`config.mk`:
```
export PLATFORM = sky130hd
export DESIGN_NAME = mmio_spi_ctrl
export DESIGN_NICKNAME = d
export VERILOG_FILES = /design/src/rtl/mmio_spi_ctrl.sv
export SDC_FILE = /design/constraint.sdc
export NUM_CORES = 1
export LEC_CHECK = 0
export CORE_MARGIN = 4
export CORE_UTILIZATION = 28
export DETAILED_ROUTE_END_ITERATION = 7
export PLACE_DENSITY = 0.46
export SLEW_MARGIN = 10
export SYNTH_ARGS = -nofsm -noshare
export SYNTH_HDL_FRONTEND = slang
export SYNTH_SLANG_ARGS = --single-unit
```
`constraint.sdc`:
```
create_clock -name CLK -period 3 [get_ports CLK]
set_input_delay 0.45 -clock CLK [delete_from_list [all_inputs] [get_ports CLK]]
set_output_delay 0.45 -clock CLK [all_outputs]
set_load 0.05 [all_outputs]
```
`src/rtl/mmio_spi_ctrl.sv`:
```
// FIFO-buffered SPI master on the OTTER IOBUS: TXDATA/RXDATA/STATUS/CTRL window.
// Optional SPI_LOOPBACK_EN adds CTRL[24] LOOP, feeding SDO back into the receiver.
module mmio_spi_ctrl #(
    parameter logic [31:0] BASE_ADDR  = 32'h1120_0000,
    parameter int          DATA_W     = 8,
    parameter int          FIFO_DEPTH = 8,
    parameter int          NUM_CS     = 1,
    parameter logic [15:0] RESET_DIV  = 16'd49
) (
    input  logic              CLK,
    input  logic              RST,
    input  logic [31:0]       IOBUS_ADDR,
    input  logic [31:0]       IOBUS_OUT,
    input  logic              IOBUS_WR,
    output logic [31:0]       IOBUS_IN,
    output logic              SPI_SCLK,
    output logic              SPI_SDO,
    input  logic              SPI_SDI,
    output logic [NUM_CS-1:0] SPI_CS
);
    localparam int AW = (FIFO_DEPTH > 1) ? $clog2(FIFO_DEPTH) : 1;
    localparam int CW = $clog2(FIFO_DEPTH) + 1;

    typedef enum logic [2:0] {S_IDLE, S_SETUP, S_SHIFT, S_LAST, S_GAP} state_t;

    state_t              r_state;
    logic [15:0]         r_div, r_div_l, r_hcnt;
    logic                r_cpol, r_cpha, r_cpha_l, r_en;
    logic [3:0]          r_cs_sel;
    logic                r_tx_ovf, r_rx_ovf;
    logic                r_sclk, r_sdo;
    logic [NUM_CS-1:0]   r_cs;
    logic [DATA_W-1:0]   r_tx, r_rx;
    logic [6:0]          r_tog;

    logic [DATA_W-1:0]   r_tx_mem [FIFO_DEPTH];
    logic [DATA_W-1:0]   r_rx_mem [FIFO_DEPTH];
    logic [AW-1:0]       r_tx_wr, r_tx_rd, r_rx_wr, r_rx_rd;
    logic [CW-1:0]       r_tx_cnt, r_rx_cnt;

    logic w_sel_tx, w_sel_rx, w_sel_st, w_sel_ctrl;
    logic w_tx_full, w_tx_empty, w_rx_full, w_rx_empty;
    logic w_tx_wr, w_tx_push, w_tx_pop, w_rx_push, w_rx_pop, w_rx_done;
    logic w_hdone, w_loop, w_sin, w_sample;
    logic [DATA_W-1:0] w_tx_shl;
    logic [DATA_W:0]   w_rx_cat;
    logic w_unused;

    assign w_sel_tx   = (IOBUS_ADDR == BASE_ADDR);
    assign w_sel_rx   = (IOBUS_ADDR == BASE_ADDR + 32'h4);
    assign w_sel_st   = (IOBUS_ADDR == BASE_ADDR + 32'h8);
    assign w_sel_ctrl = (IOBUS_ADDR == BASE_ADDR + 32'hC);
    assign w_unused   = ^IOBUS_OUT;

    assign w_tx_full  = (r_tx_cnt == CW'(FIFO_DEPTH));
    assign w_tx_empty = (r_tx_cnt == '0);
    assign w_rx_full  = (r_rx_cnt == CW'(FIFO_DEPTH));
    assign w_rx_empty = (r_rx_cnt == '0);

    assign w_hdone   = (r_hcnt == r_div_l);
    // A new frame is pulled from TX either from IDLE or at the end of LAST (back-to-back).
    assign w_tx_pop  = r_en && !w_tx_empty &&
                       (r_state == S_IDLE || (r_state == S_LAST && w_hdone));
    assign w_tx_wr   = IOBUS_WR && w_sel_tx;
    assign w_tx_push = w_tx_wr && (!w_tx_full || w_tx_pop);
    assign w_rx_pop  = IOBUS_WR && w_sel_rx && !w_rx_empty;
    assign w_rx_done = (r_state == S_LAST) && w_hdone;
    assign w_rx_push = w_rx_done && (!w_rx_full || w_rx_pop);

    assign w_sin    = w_loop ? r_sdo : SPI_SDI;
    assign w_tx_shl = r_tx << 1;
    assign w_rx_cat = {r_rx, w_sin};
    // Leading edges are even toggle indices; CPHA picks whether they sample or shift.
    assign w_sample = (r_tog[0] == 1'b0) ^ r_cpha_l;

`ifdef SPI_LOOPBACK_EN
    logic r_loop;
    always_ff @(posedge CLK) begin
        if (RST)                        r_loop <= 1'b0;
        else if (IOBUS_WR && w_sel_ctrl) r_loop <= IOBUS_OUT[24];
    end
    assign w_loop = r_loop;
`else
    assign w_loop = 1'b0;
`endif

    function automatic logic [NUM_CS-1:0] cs_decode(input logic [3:0] sel);
        logic [NUM_CS-1:0] v;
        v = '1;
        for (int i = 0; i < NUM_CS; i++)
            if (sel == 4'(i)) v[i] = 1'b0;
        return v;
    endfunction

    function automatic logic [7:0] sat8(input logic [CW-1:0] c);
        logic [31:0] v;
        v = 32'(c);
        return (v > 32'd255) ? 8'hFF : v[7:0];
    endfunction

    always_ff @(posedge CLK) begin
        if (RST) begin
            r_div    <= RESET_DIV;
            r_cpol   <= 1'b0;
            r_cpha   <= 1'b0;
            r_en     <= 1'b0;
            r_cs_sel <= 4'd0;
            r_tx_ovf <= 1'b0;
            r_rx_ovf <= 1'b0;
        end else begin
            if (IOBUS_WR && w_sel_ctrl) begin
                r_div    <= IOBUS_OUT[15:0];
                r_cpol   <= IOBUS_OUT[16];
                r_cpha   <= IOBUS_OUT[17];
                r_en     <= IOBUS_OUT[18];
                r_cs_sel <= IOBUS_OUT[22:19];
            end
            if (IOBUS_WR && w_sel_st && IOBUS_OUT[5]) r_tx_ovf <= 1'b0;
            if (IOBUS_WR && w_sel_st && IOBUS_OUT[6]) r_rx_ovf <= 1'b0;
            if (w_tx_wr && !w_tx_push)                r_tx_ovf <= 1'b1;
            if (w_rx_done && !w_rx_push)              r_rx_ovf <= 1'b1;
        end
    end

    always_ff @(posedge CLK) begin
        if (w_tx_push) r_tx_mem[r_tx_wr] <= IOBUS_OUT[DATA_W-1:0];
        if (w_rx_push) r_rx_mem[r_rx_wr] <= r_rx;
    end

    always_ff @(posedge CLK) begin
        if (RST) begin
            r_tx_wr <= '0; r_tx_rd <= '0; r_tx_cnt <= '0;
            r_rx_wr <= '0; r_rx_rd <= '0; r_rx_cnt <= '0;
        end else begin
            if (w_tx_push) r_tx_wr <= r_tx_wr + 1'b1;
            if (w_tx_pop)  r_tx_rd <= r_tx_rd + 1'b1;
            if (w_tx_push && !w_tx_pop)      r_tx_cnt <= r_tx_cnt + 1'b1;
            else if (!w_tx_push && w_tx_pop) r_tx_cnt <= r_tx_cnt - 1'b1;
            if (w_rx_push) r_rx_wr <= r_rx_wr + 1'b1;
            if (w_rx_pop)  r_rx_rd <= r_rx_rd + 1'b1;
            if (w_rx_push && !w_rx_pop)      r_rx_cnt <= r_rx_cnt + 1'b1;
            else if (!w_rx_push && w_rx_pop) r_rx_cnt <= r_rx_cnt - 1'b1;
        end
    end

    always_ff @(posedge CLK) begin
        if (RST) begin
            r_state  <= S_IDLE;
            r_sclk   <= 1'b0;
            r_sdo    <= 1'b0;
            r_cs     <= '1;
            r_hcnt   <= '0;
            r_tog    <= '0;
            r_tx     <= '0;
            r_rx     <= '0;
            r_div_l  <= '0;
            r_cpha_l <= 1'b0;
        end else begin
            case (r_state)
                S_IDLE: begin
                    r_sclk <= r_cpol;
                    r_sdo  <= 1'b0;
                    r_cs   <= '1;
                    r_hcnt <= '0;
                    if (w_tx_pop) begin
                        r_tx     <= r_tx_mem[r_tx_rd];
                        r_rx     <= '0;
                        r_tog    <= '0;
                        r_div_l  <= r_div;
                        r_cpha_l <= r_cpha;
                        r_cs     <= cs_decode(r_cs_sel);
                        r_sdo    <= r_cpha ? 1'b0 : r_tx_mem[r_tx_rd][DATA_W-1];
                        r_state  <= S_SETUP;
                    end
                end
                S_SETUP, S_SHIFT: begin
                    if (w_hdone) begin
                        r_hcnt <= '0;
                        r_sclk <= ~r_sclk;
                        r_tog  <= r_tog + 1'b1;
                        if (w_sample) begin
                            r_rx <= w_rx_cat[DATA_W-1:0];
                        end else begin
                            r_tx  <= w_tx_shl;
                            r_sdo <= r_cpha_l ? r_tx[DATA_W-1] : w_tx_shl[DATA_W-1];
                        end
                        r_state <= (r_tog == 7'(2*DATA_W-1)) ? S_LAST : S_SHIFT;
                    end else begin
                        r_hcnt <= r_hcnt + 1'b1;
                    end
                end
                S_LAST: begin
                    if (w_hdone) begin
                        r_hcnt <= '0;
                        if (w_tx_pop) begin
                            r_tx     <= r_tx_mem[r_tx_rd];
                            r_rx     <= '0;
                            r_tog    <= '0;
                            r_div_l  <= r_div;
                            r_cpha_l <= r_cpha;
                            r_sclk   <= r_cpol;
                            r_sdo    <= r_cpha ? 1'b0 : r_tx_mem[r_tx_rd][DATA_W-1];
                            r_state  <= S_SETUP;
                        end else begin
                            r_cs    <= '1;
                            r_sdo   <= 1'b0;
                            r_state <= S_GAP;
                        end
                    end else begin
                        r_hcnt <= r_hcnt + 1'b1;
                    end
                end
                S_GAP: begin
                    if (w_hdone) begin
                        r_hcnt  <= '0;
                        r_state <= S_IDLE;
                    end else begin
                        r_hcnt <= r_hcnt + 1'b1;
                    end
                end
                default: r_state <= S_IDLE;
            endcase
        end
    end

    always_comb begin
        IOBUS_IN = '0;
        if (w_sel_rx) begin
            if (!w_rx_empty) IOBUS_IN[DATA_W-1:0] = r_rx_mem[r_rx_rd];
        end else if (w_sel_st) begin
            IOBUS_IN = {8'd0, sat8(r_rx_cnt), sat8(r_tx_cnt), 1'b0, r_rx_ovf, r_tx_ovf,
                        w_rx_empty, w_rx_full, w_tx_empty, w_tx_full, (r_state != S_IDLE)};
        end else if (w_sel_ctrl) begin
            IOBUS_IN = {7'd0, w_loop, 1'b0, r_cs_sel, r_en, r_cpha, r_cpol, r_div};
        end
    end

    assign SPI_SCLK = r_sclk;
    assign SPI_SDO  = r_sdo;
    assign SPI_CS   = r_cs;
endmodule

```
Word level (Yosys, flattened, before mapping)
Memories as Yosys holds them, arrays and structs flattened. A register that Yosys moved wholly into a read port is not among the register bits.
Cells that the tools add are included.
{ "classes": {"bitwise_logic": 3, "eq_ne": 20, "add_sub_neg": 10, "n_reduce_logical": 50, "mux": 66} }
{ "op_table": {"columns": ["op", "count"], "rows": [
  ["32-bit by 29-bit == test with 1-bit output (second input constant)", 4],
  ["8-bit two-way mux", 10],
  ["16-bit one-hot mux with 2 select lines", 2],
  ["16-bit two-way mux", 3],
  ["8-bit one-hot mux with 3 select lines", 2],
  ["32-bit two-way mux", 1],
  ["3-bit two-way mux", 9],
  ["1-bit two-way mux", 24],
  ["24-bit two-way mux", 1],
  ["23-bit two-way mux", 1],
  ["7-bit two-way mux", 3],
  ["7-bit one-hot mux with 3 select lines", 1],
  ["1-bit logical AND", 18],
  ["16-bit by 1-bit adder with 16-bit output (second input constant)", 1],
  ["16-bit == test", 1],
  ["4-bit two-way mux", 4],
  ["2-bit != test (second input constant)", 8],
  ["4-bit AND reduction", 4],
  ["3-bit by 1-bit adder with 3-bit output (second input constant)", 4],
  ["4-bit logical NOT", 3],
  ["3-bit one-hot mux with 4 select lines", 1],
  ["2-bit nonzero test", 6],
  ["4-bit by 1-bit adder with 4-bit output (second input constant)", 2],
  ["4-bit == test (second input constant)", 2],
  ["18 further kinds", 34]
]} }
{ "totals": {"output_inout_bits": 35, "ram_bits": 128, "in_bits": 68, "word_cells": 174, "register_bits": 107, "memories": 2} }
{ "memory_table": {"columns": ["name", "words", "width", "rd", "rd_clocked_by_memory_dff", "wr", "line", "text"], "rows": [
  ["r_rx_mem", 8, 8, 1, 1, 1, "37", "logic [DATA_W-1:0] r_rx_mem [FIFO_DEPTH];"],
  ["r_tx_mem", 8, 8, 1, 1, 1, "36", "logic [DATA_W-1:0] r_tx_mem [FIFO_DEPTH];"]
]} }

Longest topological paths before layout
Gate-level depths: netlist of run 1.
{ "depth": {"word_depth": 10, "mapped_depth": 15, "ltp_nobuf": 14} }

Worst setup path after synthesis of run 1
OpenSTA, ideal clock, no wires.
{ "synth_path": {"path_kind": "input-to-reg", "startpoint": "input port IOBUS_ADDR[13]", "endpoint": "register r_tx_cnt[3]", "path_stages": 13, "slack_ns": -0.293, "arrival_ns": 3.223, "required_time_ns": 2.930, "n_path_buf": 0, "path_cell_list": "or4_1 -> or4_1 -> nor3_2 -> o211ai_1 -> inv_1 -> ha_1 -> inv_1 -> ha_1 -> a21o_1 -> a21oi_1 -> xnor2_1 -> or3_1 -> a21oi_1"} }
{ "synth_between": {"elab_chain_len": 6, "word_cells_on_any_way": 8, "cone_classes": "eq/ne: 1; mux: 1; reduce/logical: 6"} }
{ "synth_rtl": {"columns": ["item", "line", "text"], "rows": [
  ["start, declared", "12", "input logic [31:0] IOBUS_ADDR,"],
  ["32-bit by 29-bit == test with 1-bit output (*)", "49", "assign w_sel_tx = (IOBUS_ADDR == BASE_ADDR);"],
  ["1-bit logical AND (*)", "64", "assign w_tx_wr = IOBUS_WR && w_sel_tx;"],
  ["1-bit logical AND (*)", "65", "assign w_tx_push = w_tx_wr && (!w_tx_full || w_tx_pop);"],
  ["named net w_tx_push", "43", "logic w_tx_wr, w_tx_push, w_tx_pop, w_rx_push, w_rx_pop, w_rx_done;"],
  ["1-bit logical NOT", "138", "else if (!w_tx_push && w_tx_pop) r_tx_cnt <= r_tx_cnt - 1'b1;"],
  ["1-bit logical AND", "138", null],
  ["2-bit nonzero test (no line)", null, null],
  ["end signal, assigned", "137", "if (w_tx_push && !w_tx_pop) r_tx_cnt <= r_tx_cnt + 1'b1;"],
  ["end signal, assigned", "138", null],
  ["end, declared", "39", "logic [CW-1:0] r_tx_cnt, r_rx_cnt;"]
]} }
Mark *: on every way through the listed nets, which the timed path passes. The rest lies on a longest branch.
A chain may end at the register's enable or synchronous reset.

Worst setup path after layout of run 1
{ "layout_path": {"startpoint": "input port IOBUS_ADDR[15]", "endpoint": "register r_tx_cnt[3]"} }
The elaborated chain is that of the path after synthesis.

==> flow_summary.toml, run 1 <==
[logic_synthesis]
synth_flop_cell = "edfxtp_1"
ys_seq_area_frac = 0.584
synthDistinctLibCells = 62
avgSynthCellArea_sq_um = 11.7
ys_ff_latch = 241
synth_area_leaders = "edfxtp_1, dfxtp_1, mux4_2"
synth_area_sq_um = 10500
synth_top_cell_area_share = 0.368
async_reset_ff_frac = 0
synth_edf_count = 128
netlist_instances = 891
synth_area_leader_cell = "edfxtp_1"
ys_warn_count = 0

[grt]
grt_overflow = 0
antenna_found_initial = 1
grt_pass1_wl_um = 44100
grt_max_degree = 104
grt_pass1_vias = 7491
grt_usage = 0.137

[finish]
fill_cells = 3535
syn2layout_area_growth_pct = 35.6
drive_gt1_frac = 0.288
nets = 1156
regArea_sq_um = 6110
multi_input_area_sq_um = 4450
post-route-util = 0.386
num_antenna_cells = 0

[sta]
clock.fmax_mhz = 337
setup_viol = 0
finalCriticalPeriod_ns = 2.97
fin_setup_tns_ns = 0
finalClockSkew_ns = 0.0188
slew_violations = 0
fin_ws_ns = 0.0284
slew_headroom = 0.551
rsz0062_at_grt = "true"
hold_viol = 0
post-route-period-util = 0.991
tightest_slew_ns = 0.673

[power_and_ir_drop]
p_per_area_nw_per_um2 = 524
p_total_mw = 7.43
peakVddDrop_mv = 0.385
leakage_nw = 5.09

[flow_run]
cap_violations = 0

[worst_setup_path]
required_ns = 3.48
reg2reg_from = "r_div_l[13]"
end_kind = "flip-flop"
rr_worst_depth = 14
critPathKind = "in -> reg"
ff2ff_setup_slack_ns = 0.05
worst_ep_arrival_time_ns = 3.46
critPathMaxFanout = 2
start_kind = "input port"
reg2reg_to = "r_tx_cnt[3]"

[clock_network]
cts_buffer_depth = 3
numCtsBuffers = 27
root_buffer = "clkbuf_16"
cts.reportedPaths.clkPinSlew_ns = 0.06
insertion_delay_ns = 0.55
cts_tree = "built"
clock-sinks = 241
cts_max_level = 1

[floorplan]
row_count = 70
fp.dieW_um = 201
die-area_sq_um = 40500
design.core.area_sq_um = 36700
initial_core_util = 0.285
die_h_um = 201
ioPinCount = 103

[route]
firstDrtPassIters = 4
avgViaCountPerCell = 4.81
wirelength_um = 28800
vias = 7520
route.detailed.drc = 0
detail-route-antenna-nets = 0
first_iter_violations = 471
drt-wirelength-per-cell_um = 18.4

[placement]
place.gp.congestion = 0.798
place_hpwl_um = 19600
portBuffers = 84
dp_slack_ns = -0.701

[hold_path]
min-delay-start = "RST"
min_path_type = "in -> reg"
min_delay_path_depth = 4
hold_end = "r_hcnt[11]"

[run_status]
status = "complete, no violations"
## how the worst max path moves through the flow
stage / startpoint / end / slack, ns / depth (start not counted)
after floorplan: IOBUS_ADDR[13] / r_tx_cnt[3] / -0.29 / 13
after global placement: IOBUS_ADDR[13] / r_rx_cnt[3] / -0.66 / 14
after detailed placement: IOBUS_ADDR[13] / r_rx_cnt[3] / -0.70 / 14
after CTS: IOBUS_ADDR[8] / IOBUS_IN[1] / 0.001 / 12
after global routing: IOBUS_ADDR[15] / r_tx_cnt[3] / -0.10 / 15
final: IOBUS_ADDR[15] / r_tx_cnt[3] / 0.03 / 15
## repair_timing
item	in CTS	in global routing
gates cloned	2	1
setup buffers	9	5
resized for setup	85	78
pin swaps	14	23
endpoints found under the setup margin	25	25
hold endpoints to repair	0	0
hold buffers	0	0
## cell usage in the layout, fill, tap and decap left out, types with 6 or more instances in the layout
master | netlist | layout
nand2_1 | 131 | 129
edfxtp_1 | 128 | 128
dfxtp_1 | 113 | 112
buf_4 | 9 | 96
a21oi_1 | 57 | 53
nor2_1 | 54 | 50
mux4_2 | 32 | 32
clkbuf_16 | 0 | 30
clkdlybuf4s50_1 | 0 | 30
mux2i_1 | 29 | 29
buf_12 | 0 | 28
xor2_1 | 28 | 27
o21ai_0 | 32 | 24
nor3_1 | 20 | 20
nand3_1 | 20 | 20
buf_6 | 0 | 16
inv_1 | 16 | 15
clkbuf_2 | 0 | 15
nor4_1 | 16 | 9
nand2b_1 | 9 | 9
ha_1 | 12 | 9
conb_1 | 1 | 9
nand3b_1 | 8 | 8
xnor2_1 | 8 | 8
a31oi_1 | 8 | 8
o22ai_1 | 8 | 8
nor3b_1 | 7 | 7
a21o_1 | 7 | 7
nor4_2 | 2 | 6
and2_4 | 0 | 6
a22o_4 | 0 | 6
o21ai_2 | 1 | 6
clkinv_2 | 0 | 6
## metal layers
layer	vias to the layer above	part of all wire	wire, um	GRT usage
li1	3642	-	-	-
met5	-	0	0	0
met4	0	0.018	506	0.0330
met1	3667	0.49	14200	0.206
met2	174	0.43	12500	0.205
met3	37	0.055	1570	0.0268
## flip-flops by register name, summed over array words and instances, names as in the netlist, 3 cells and up, named ones only
register / flops
r_tx: 8
r_rx_wr: 3
r_rx_mem: 64
r_rx: 8
r_tx_wr: 3
r_tx_mem: 64
r_rx_cnt: 4
r_div: 16
r_div_l: 16
r_rx_rd: 3
r_state: 3
r_tx_rd: 3
r_cs_sel: 4
r_tog: 7
r_tx_cnt: 4
r_hcnt: 16
## cell families after synthesis
kind of cell | count (synthesis) | share of synthesized area
AOI/OAI and AO/OA | 150 | 0.0893
buffers and inverters | 71 | 0.0298
xor gates and xnor gates | 36 | 0.0302
muxes | 62 | 0.0978
other | 1 | 0.000359
adders and majority gates | 14 | 0.0182
DFF | 241 | 0.584
and+or+nand+nor | 316 | 0.151
## critical path, stage by stage
cell             delay [ns]
clkdlybuf4s15_1        0.18
or4_4                  0.49
or4_4                  0.44
nor3_4                 0.20
buf_4                  0.13
o211ai_1               0.10
inv_1                  0.08
ha_2                   0.17
inv_2                  0.04
ha_1                   0.27
a21o_1                 0.17
a21oi_2                0.12
xnor2_1                0.08
or3_1                  0.39
a21oi_2                0.13
## cells in the mapped netlist (12+ instances only)
master	count
nand2_1	131
edfxtp_1	128
dfxtp_1	113
a21oi_1	57
nor2_1	54
mux4_2	32
o21ai_0	32
clkbuf_1	30
mux2i_1	29
xor2_1	28
nand3_1	20
nor3_1	20
inv_1	16
nor4_1	16
ha_1	12
## cell type report
type | instances | share of cell area
Clock buffer | 34 | 0.0561
Clock inverter | 16 | 0.0142
Inverter | 17 | 0.00450
Multi-Input combinational cell | 587 | 0.314
Sequential cell | 241 | 0.431
Tap cell | 468 | 0.0413
Timing Repair Buffer | 200 | 0.140
## where the power goes
group	internal, mW	total [mW]	switching (mW)	leakage [nW]
logic	0.122	0.316	0.194	2.50
clock network	2.23	3.63	1.40	0.494
registers	3.47	3.49	0.0158	2.09
total	5.82	7.43	1.61	5.09
## per-stage QoR
| step | area, sq um | std cells | hold WS (ns) |
|---|---|---|---|
| after floorplan | 10500 | 899 | 0.432 |
| after global placement | 12800 | 1498 | 0.449 |
| after detailed placement | 12800 | 1498 | 0.456 |
| after CTS | 14000 | 1559 | 0.244 |
| after global routing | 14200 | 1563 | 0.272 |
| final | 14200 | 1563 | 0.273 |
No activity file was read; power rests on OpenSTA's default activity.
==> inputs of run 2 (changes only) <==
Settings changed: CORE_ASPECT_RATIO from default to 0.6.
==> run 2 against run 1 <==
Net effect: clock power is 17% lower; clock-buffer cell count is 4 lower; die area is 0.25% higher; power is 8.5% lower; register-to-register slack better by 0.07 ns; worst setup slack better by 0.022 ns; maximum frequency is 0.76% higher; sequential share of layout area is 0.46 points higher; largest cell class unchanged; largest power group is now sequential cells.
==> flow_summary.toml, run 2 (synthesized netlist as in run 1, its figures left out) <==
[finish]
final_cells = 1591
syn2layout_area_growth_pct = 34.4
mostFrequentLayoutCells = "nand2_1, edfxtp_1, dfxtp_1"
num_antenna_cells = 0
top_regs = "r_rx_mem x64, r_tx_mem x64"
post-route-util = 0.384
drive_gt1_frac = 0.268
nets = 1151

[floorplan]
row_count = 54
die-area_sq_um = 40600
ioPinCount = 103
fp.dieW_um = 257
die_h_um = 158
initial_core_util = 0.286
design.core.area_sq_um = 36600

[grt]
grt_usage = 0.149
grt_max_degree = 56
grt_pass1_vias = 7391
grt_overflow = 0
antenna_found_initial = 0
grt_pass1_wl_um = 46400

[clock_network]
cts_max_level = 1
postCtsHoldBufs = 0
cts_tree = "built"
cts_buffer_depth = 3
cts.reportedPaths.clkPinSlew_ns = 0.07
insertion_delay_ns = 0.53
clock-sinks = 241
root_buffer = "clkbuf_16"
numCtsBuffers = 24

[power_and_ir_drop]
leakage_nw = 4.96
p_per_area_nw_per_um2 = 484
peakVddDrop_mv = 0.340

[route]
avgViaCountPerCell = 4.78
drt-wirelength-per-cell_um = 19.2
wirelength_um = 30600
detail-route-antenna-nets = 0
route.detailed.drc = 0
first_iter_violations = 531
firstDrtPassIters = 5
vias = 7600

[hold_path]
hold_end = "r_div[13]"
min_delay_path_depth = 2
min-delay-start = "RST"
min_path_type = "in -> reg"

[sta]
finalClockSkew_ns = 0.0173
fin_hold_ws_ns = 0.211
finalCriticalPeriod_ns = 2.95
slew_headroom = 0.531
tightest_slew_ns = 0.698
setup_viol = 0
hold_viol = 0
clock.fmax_mhz = 339
slew_violations = 0
post-route-period-util = 0.983

[worst_setup_path]
reg2reg_to = "r_rx_cnt[3]"
critical_path_buf_inv_count = 5
cpPeakStageDelay_ns = 0.54
cpMostUsedCell = "buf_12"
path_delay_family = "simple AND/OR/NAND/NOR gates"
required_ns = 2.55
path_cells = "clkdlybuf4s15_1 -> nor4b_2 -> nand4_1 -> buf_6 -> or4_4 -> nor2_4 -> buf_12 -> buf_12 -> a22oi_2 -> o21ai_2 -> buf_12"
rr_worst_depth = 14
end_kind = "output port"
start_kind = "input port"
reg2reg_from = "r_div_l[14]"
worst_ep_arrival_time_ns = 2.50
critPathKind = "in -> out"
slowest_stage = "or4_4"
ff2ff_setup_slack_ns = 0.12
critPathMaxFanout = 6

[flow_run]
cap_violations = 0

[run_status]
status = "complete, no violations"

[placement]
portBuffers = 84
place_hpwl_um = 22300
place.gp.congestion = 0.778
dp.cells = 1536
-- run 2: cell count changes in the layout (fill, tap and decap cells not counted), sizes merged --
| cell | before | now |
|---|---|---|
| buf | 144 | 141 |
| bufinv | 4 | 2 |
| clkbuf | 50 | 33 |
| clkdlybuf4s15 | 5 | 9 |
| clkdlybuf4s50 | 30 | 32 |
| clkinv | 10 | 9 |
| clkinvlp | 1 | 2 |
| dlygate4sd2 | 5 | 13 |
-- run 2: worst max path at each step --
stage	startpoint	endpoint	slack (ns)	depth (start not counted)
2_1_floorplan	IOBUS_ADDR[13]	r_tx_cnt[3]	-0.29	13
3_3_place_gp	IOBUS_ADDR[13]	r_tx_cnt[3]	-0.64	14
3_5_place_dp	IOBUS_ADDR[13]	r_rx_cnt[3]	-0.73	14
4_1_cts	IOBUS_ADDR[22]	IOBUS_IN[16]	0.009	11
5_1_grt	IOBUS_ADDR[26]	IOBUS_IN[6]	-0.04	11
6_report	IOBUS_ADDR[26]	IOBUS_IN[5]	0.05	11
-- run 2: area by class of cell --
| class | instances | area [sq um] |
|---|---|---|
| fillers | 3585 | 22600 |
| flip-flops and latches | 241 | 6110 |
| multi-input cells | 587 | 4520 |
| repair buffers | 198 | 1950 |
| clock buffers | 30 | 644 |
| well taps | 504 | 631 |
| clock inverters | 14 | 126 |
| inverters | 17 | 63.8 |
-- run 2: layer usage --
metal | track usage | routed length [um] | part of all wire
met1 | 0.246 | 16600 | 0.54
met2 | 0.201 | 11900 | 0.39
met3 | 0.0270 | 1720 | 0.056
met4 | 0.0253 | 395 | 0.013
met5 | 0 | 0 | 0
-- run 2: worst reg2reg max path: cells and delay by family (launching register included) --
kind            cells  cell delay [ns]
buf+inv             3             0.36
compound gates      4             0.59
fa+ha+maj           2             0.37
simple gates        3             0.62
xor+xnor            2             0.55
flops               1             0.35
-- run 2: timing repair --
item,in CTS,in global routing
cloned,0,0
pin swaps,29,28
setup endpoints to repair,25,22
buffers inserted,7,5
gates resized for setup,95,50
-- run 2: power breakdown --
group | switching [mW] | internal [mW]
Clock | 1.30 | 1.70
Combinational | 0.198 | 0.121
Sequential | 0.0181 | 3.47
-- run 2: stage by stage --
step                setup TNS [ns]  area (sq um)  setup slack (ns)  power [mW]
finish                           0         14100            0.0507        6.80
detailed placement          -21.40         12800            -0.734        3.88
global route                -0.296         14100           -0.0402        7.06
floorplan                    -6.60         10500            -0.293        3.72
global placement            -16.74         12800            -0.639        3.88
CTS                              0         13800           0.00948        6.89
